===== src/rtl/wb_pkg.sv =====
// rtl/wb_pkg.sv - shared widths, entry type and constants for the write-back arbiter
package wb_pkg;

   localparam int ADDR_W = 5;
   localparam int DATA_W = 32;

   localparam logic [ADDR_W-1:0] WB_ZERO_REG = '0;

   typedef struct packed {
      logic              valid;
      logic [ADDR_W-1:0] addr;
      logic [DATA_W-1:0] data;
   } wb_entry_t;

endpackage


===== src/rtl/wb_fifo.sv =====
// rtl/wb_fifo.sv - load-return circular buffer with per-entry valid bits
// Entries can be invalidated by destination address while they wait.
module wb_fifo #(
   parameter int DEPTH  = 4,
   parameter int ADDR_W = 5,
   parameter int DATA_W = 32
) (
   input  logic                     clk_i,
   input  logic                     rst_i,
   input  logic                     push_i,
   input  logic [ADDR_W-1:0]        push_addr_i,
   input  logic [DATA_W-1:0]        push_data_i,
   input  logic                     pop_i,
   input  logic                     squash_i,
   input  logic [ADDR_W-1:0]        squash_addr_i,
   output logic                     squash_hit_o,
   output logic                     head_valid_o,
   output logic [ADDR_W-1:0]        head_addr_o,
   output logic [DATA_W-1:0]        head_data_o,
   output logic [$clog2(DEPTH):0]   count_o
);

   localparam int PTR_W = $clog2(DEPTH);

   logic [DEPTH-1:0]  valid_q, valid_d;
   logic [DEPTH-1:0]  hit;
   logic [ADDR_W-1:0] addr_q [DEPTH];
   logic [DATA_W-1:0] data_q [DEPTH];
   logic [PTR_W-1:0]  wr_ptr_q, wr_ptr_d, rd_ptr_q, rd_ptr_d;
   logic [PTR_W:0]    count_q, count_d;

   always_comb begin
      hit = '0;
      for (int i = 0; i < DEPTH; i++) begin
         hit[i] = valid_q[i] && (addr_q[i] == squash_addr_i);
      end
      valid_d  = valid_q;
      wr_ptr_d = wr_ptr_q;
      rd_ptr_d = rd_ptr_q;
      // Push is applied after the squash so a same-cycle arrival stays valid.
      if (squash_i) valid_d = valid_q & ~hit;
      if (pop_i) begin
         valid_d[rd_ptr_q] = 1'b0;
         rd_ptr_d          = rd_ptr_q + 1'b1;
      end
      if (push_i) begin
         valid_d[wr_ptr_q] = 1'b1;
         wr_ptr_d          = wr_ptr_q + 1'b1;
      end
      count_d = count_q + {{PTR_W{1'b0}}, push_i} - {{PTR_W{1'b0}}, pop_i};
   end

   always_ff @(posedge clk_i) begin
      if (rst_i) begin
         valid_q  <= '0;
         wr_ptr_q <= '0;
         rd_ptr_q <= '0;
         count_q  <= '0;
      end else begin
         valid_q  <= valid_d;
         wr_ptr_q <= wr_ptr_d;
         rd_ptr_q <= rd_ptr_d;
         count_q  <= count_d;
      end
   end

   always_ff @(posedge clk_i) begin
      if (push_i) begin
         addr_q[wr_ptr_q] <= push_addr_i;
         data_q[wr_ptr_q] <= push_data_i;
      end
   end

   assign squash_hit_o = squash_i && (hit != '0);
   assign head_valid_o = valid_q[rd_ptr_q];
   assign head_addr_o  = addr_q[rd_ptr_q];
   assign head_data_o  = data_q[rd_ptr_q];
   assign count_o      = count_q;

endmodule


===== src/rtl/wb_write_arbiter.sv =====
// rtl/wb_write_arbiter.sv - register-file write-port arbiter, ALU over buffered load returns
// Optional load scoreboard enabled by defining WB_SCOREBOARD_EN.
module wb_write_arbiter
   import wb_pkg::*;
#(
   parameter int DEPTH  = 4,
   parameter int DATA_W = wb_pkg::DATA_W,
   parameter int ADDR_W = wb_pkg::ADDR_W
) (
   input  logic              clk_i,
   input  logic              rst_i,
   input  logic              alu_valid_i,
   input  logic [ADDR_W-1:0] alu_addr_i,
   input  logic [DATA_W-1:0] alu_data_i,
   input  logic              mem_valid_i,
   output logic              mem_ready_o,
   input  logic [ADDR_W-1:0] mem_addr_i,
   input  logic [DATA_W-1:0] mem_data_i,
`ifdef WB_SCOREBOARD_EN
   input  logic              issue_valid_i,
   input  logic [ADDR_W-1:0] issue_addr_i,
   output logic [31:0]       busy_o,
`endif
   output logic              RegWrite_o,
   output logic [ADDR_W-1:0] RDaddr_o,
   output logic [DATA_W-1:0] RDdata_o
);

   localparam int                CNT_W = $clog2(DEPTH) + 1;
   localparam logic [CNT_W-1:0]  FULL  = CNT_W'(DEPTH);
   localparam logic [ADDR_W-1:0] ZERO  = ADDR_W'(WB_ZERO_REG);

   logic [CNT_W-1:0]  count;
   logic              alu_go, fifo_sel, push, squash_hit, head_valid;
   logic [ADDR_W-1:0] head_addr;
   logic [DATA_W-1:0] head_data;
   logic              wr_en_q, wr_en_d;
   logic [ADDR_W-1:0] addr_q, addr_d;
   logic [DATA_W-1:0] data_q, data_d;

   assign alu_go      = alu_valid_i && (alu_addr_i != ZERO);
   assign fifo_sel    = !alu_go && (count != '0);
   assign mem_ready_o = (count != FULL) && !rst_i;
   assign push        = mem_valid_i && mem_ready_o && (mem_addr_i != ZERO);

   wb_fifo #(
      .DEPTH  (DEPTH),
      .ADDR_W (ADDR_W),
      .DATA_W (DATA_W)
   ) u_fifo (
      .clk_i         (clk_i),
      .rst_i         (rst_i),
      .push_i        (push),
      .push_addr_i   (mem_addr_i),
      .push_data_i   (mem_data_i),
      .pop_i         (fifo_sel),
      .squash_i      (alu_go),
      .squash_addr_i (alu_addr_i),
      .squash_hit_o  (squash_hit),
      .head_valid_o  (head_valid),
      .head_addr_o   (head_addr),
      .head_data_o   (head_data),
      .count_o       (count)
   );

   // A squashed head is still popped, but yields an idle write cycle.
   always_comb begin
      wr_en_d = 1'b0;
      addr_d  = addr_q;
      data_d  = data_q;
      if (alu_go) begin
         wr_en_d = 1'b1;
         addr_d  = alu_addr_i;
         data_d  = alu_data_i;
      end else if (fifo_sel && head_valid) begin
         wr_en_d = 1'b1;
         addr_d  = head_addr;
         data_d  = head_data;
      end
   end

   always_ff @(posedge clk_i) begin
      if (rst_i) begin
         wr_en_q <= 1'b0;
         addr_q  <= '0;
         data_q  <= '0;
      end else begin
         wr_en_q <= wr_en_d;
         addr_q  <= addr_d;
         data_q  <= data_d;
      end
   end

   assign RegWrite_o = wr_en_q;
   assign RDaddr_o   = addr_q;
   assign RDdata_o   = data_q;

`ifdef WB_SCOREBOARD_EN
   logic [31:0] busy_q, busy_d;

   // Set is evaluated last so a new issue overrides a same-cycle completion.
   always_comb begin
      busy_d = busy_q;
      for (int b = 1; b < 32; b++) begin
         if (fifo_sel && head_valid && (head_addr == ADDR_W'(b))) busy_d[b] = 1'b0;
         if (squash_hit && (alu_addr_i == ADDR_W'(b)))            busy_d[b] = 1'b0;
         if (issue_valid_i && (issue_addr_i == ADDR_W'(b)))       busy_d[b] = 1'b1;
      end
      busy_d[0] = 1'b0;
   end

   always_ff @(posedge clk_i) begin
      if (rst_i) busy_q <= '0;
      else       busy_q <= busy_d;
   end

   assign busy_o = busy_q;
`endif

endmodule


===== config.mk =====
export PLATFORM = sky130hd
export DESIGN_NAME = wb_write_arbiter
export DESIGN_NICKNAME = d
export VERILOG_FILES = /design/src/rtl/wb_pkg.sv /design/src/rtl/wb_fifo.sv /design/src/rtl/wb_write_arbiter.sv
export SDC_FILE = /design/constraint.sdc
export NUM_CORES = 1
export LEC_CHECK = 0
export CAP_MARGIN = 20
export CORE_UTILIZATION = 49
export CTS_CLUSTER_DIAMETER = 150
export DETAILED_ROUTE_END_ITERATION = 7
export PLACE_DENSITY_LB_ADDON = 0.15
export RECOVER_POWER = 25
export SLEW_MARGIN = 0
export SYNTH_ARGS = -nofsm -noshare
export SYNTH_HDL_FRONTEND = slang
export SYNTH_HIERARCHICAL = 1
export SYNTH_SLANG_ARGS = --single-unit

===== constraint.sdc =====
create_clock -name clk_i -period 3.2 [get_ports clk_i]
set_input_delay 0.8 -clock clk_i [delete_from_list [all_inputs] [get_ports clk_i]]
set_output_delay 0.8 -clock clk_i [all_outputs]
set_load 0.01 [all_outputs]

==> impl_results.md <==
* Status: finished, final reports clean
* Most frequent cells in the layout: edfxtp_1, clkdlybuf4s50_1, dfxtp_1
* Layout cells sized above 1 at 21.3%
* Number of global-route vias before repair at 4943
* First-pass GRT wire length at 27.6 mm
* Skew final at 0.0102 ns
* Critical Path AT at 3.31 ns
* Setup-failing EPs final at 0
* Critical-path cell list: clkdlybuf4s50_1, nor4_4, buf_4, a21o_2, inv_2, nor2_1, ha_1, inv_1, ha_1, inv_1, fa_1, xor2_1, xnor2_1, nor2_1
* Dpl hpwl at about 11 mm
* Max-Cap Viols at 0
* Largest stage delay on the critical path at 0.46 ns
* # rows at between 40 and 50
* Postcts setup bufs at 0
* Die Ht at 132 um
* Gr usage total at between 20% and 30%
* Worst setup SP type: input pin
* Kind of end point of the critical path: flip-flop
* Initial antenna violation count at 1
* Static Leak at roughly 3.6 nW
* Fmax at around 330 MHz
* Finished Core Util at 62.1%
* Commonest non-fill, non-tap cell in the layout: edfxtp_1
* Die span in x at 132 um
* Largest net degree at the start of global routing at 51
* CORE AREA at around 0.017 sq mm
* Slew Viols, Final at 0
* Post-DR wirelength/cell at 20.7 um
* Fin crit share at 94.9%
* CTS buffer count at 17
* Post-DR vias/cell at ~5.5
* CTS tree: done
* ANT nets after route at 0
* Post-Syn Area per Cell at 17.4 sq um
* Worst Path Max Fanout at 2
* Iteration count of the initial detailed-routing pass at 5
* Unrepaired setup endpoints after global routing: false
* Fin crit period at between 3 and 4 ns
* Worst vdd ir at slightly below 0.4 mV
* Initial core utilization at approximately half
* Synth warnings at 6
* Drt total wl at between 15 and 20 mm
* Hold slack at 0.497 ns
* IO Count at 117
* CTS clk-pin slew, worst paths at 0.07 ns
* Number of DRC markers in iteration 0 at around 410
* Residual DRC at 0
* Slowest-stage cell, CP: clkdlybuf4s50_1
* Worst-margin pin slew at 0.986 ns
* Mapped Cells at approximately 480
* Clock Latency Late Sink at between 0.4 and 0.5 ns
* Pre-CTS WS at -0.278 ns
* Routed vias at ~4600
* Remaining Overflow, GRT at 0
* Total power at 6.61 mW
* Power Density at 642 mW/mm^2
* CTS max path bufs at 2
* Final-report hold violation count at 0
* Type of the worst min-delay path: reg2reg
* Synth Cell Area at 0.00830 sq mm
* H-tree levels at 4
* Area grow syn2layout at 24.1%
* Critical Path RT at 3.47 ns
* Slack of the critical path at 0.162 ns
* Kind of critical path: in2reg
* Fin Setup TNS at 0 ns
* Port Buf Inserts at ~120
* Slew headroom at 34.3%
* CTS root buffer: clkbuf_16
* CTS sink cnt at roughly 200
* Layout net count at ~690
* Routability cong. at around 0.8
* Hold Buf Count CTS at 0
* Resized cells post-CTS at 0
* Die area at 0.0175 sq mm
* Net count after synthesis at approximately 570
[registers in the layout, summed over array words and instances, names as in the netlist, named ones only]
register         cells
RegWrite_o           1
RDdata_o            32
u_fifo/wr_ptr_q      2
u_fifo/count_o       3
u_fifo/data_q      128
u_fifo/valid_q       4
u_fifo/rd_ptr_q      2
RDaddr_o             5
u_fifo/addr_q       20
[area by class of cell]
type | instances | area (sq um)
well taps | 220 | 275
flip-flops and latches | 199 | 5470
multi-input cells | 229 | 2510
clock buffers | 19 | 433
fillers | 1207 | 6280
diodes | 1 | 2.50
inverters | 14 | 52.6
clock inverters | 13 | 178
repair buffers | 141 | 1380
[where the power goes]
group	switching (mW)	internal, mW
combinational	0.580	0.727
clock	0.900	1.31
sequential	0.155	2.94
total	1.63	4.98
[final timing paths]
kind | startpoint | end | slack, ns | depth (start not counted)
worst max-delay path | alu_addr_i[0] | u_fifo/count_o[2] | 0.16 | 14
worst min-delay path | u_fifo/valid_q[2] | u_fifo/valid_q[2] | 0.50 | 2
worst max register to register | u_fifo/count_o[1] | RDdata_o[9] | 1.05 | 4
worst min register to register | u_fifo/valid_q[2] | u_fifo/valid_q[2] | 0.50 | 2
[per-layer routing]
layer,global-route usage (%),up-vias,wire length [um]
li1,-,2121,-
met1,28.1,2317,7310
met2,36.1,141,8840
met3,4.27,15,976
met4,5.94,0,209
met5,0,-,0
[through the flow]
stage                     instance area (sq um)  cells
after global routing                      10300    835
after CTS                                 10300    835
after global placement                     9680    803
after floorplan                            8300    477
final                                     10300    836
after detailed placement                   9680    803
[worst max-delay path: cells and delay by family]
| family | cells | cell delay, ns |
|---|---|---|
| compound gates | 1 | 0.13 |
| xor+xnor | 2 | 0.31 |
| fa+ha+maj | 3 | 0.75 |
| buf+inv | 5 | 0.79 |
| simple gates | 3 | 0.52 |
Note: power is estimated with default switching activity, not from simulation.
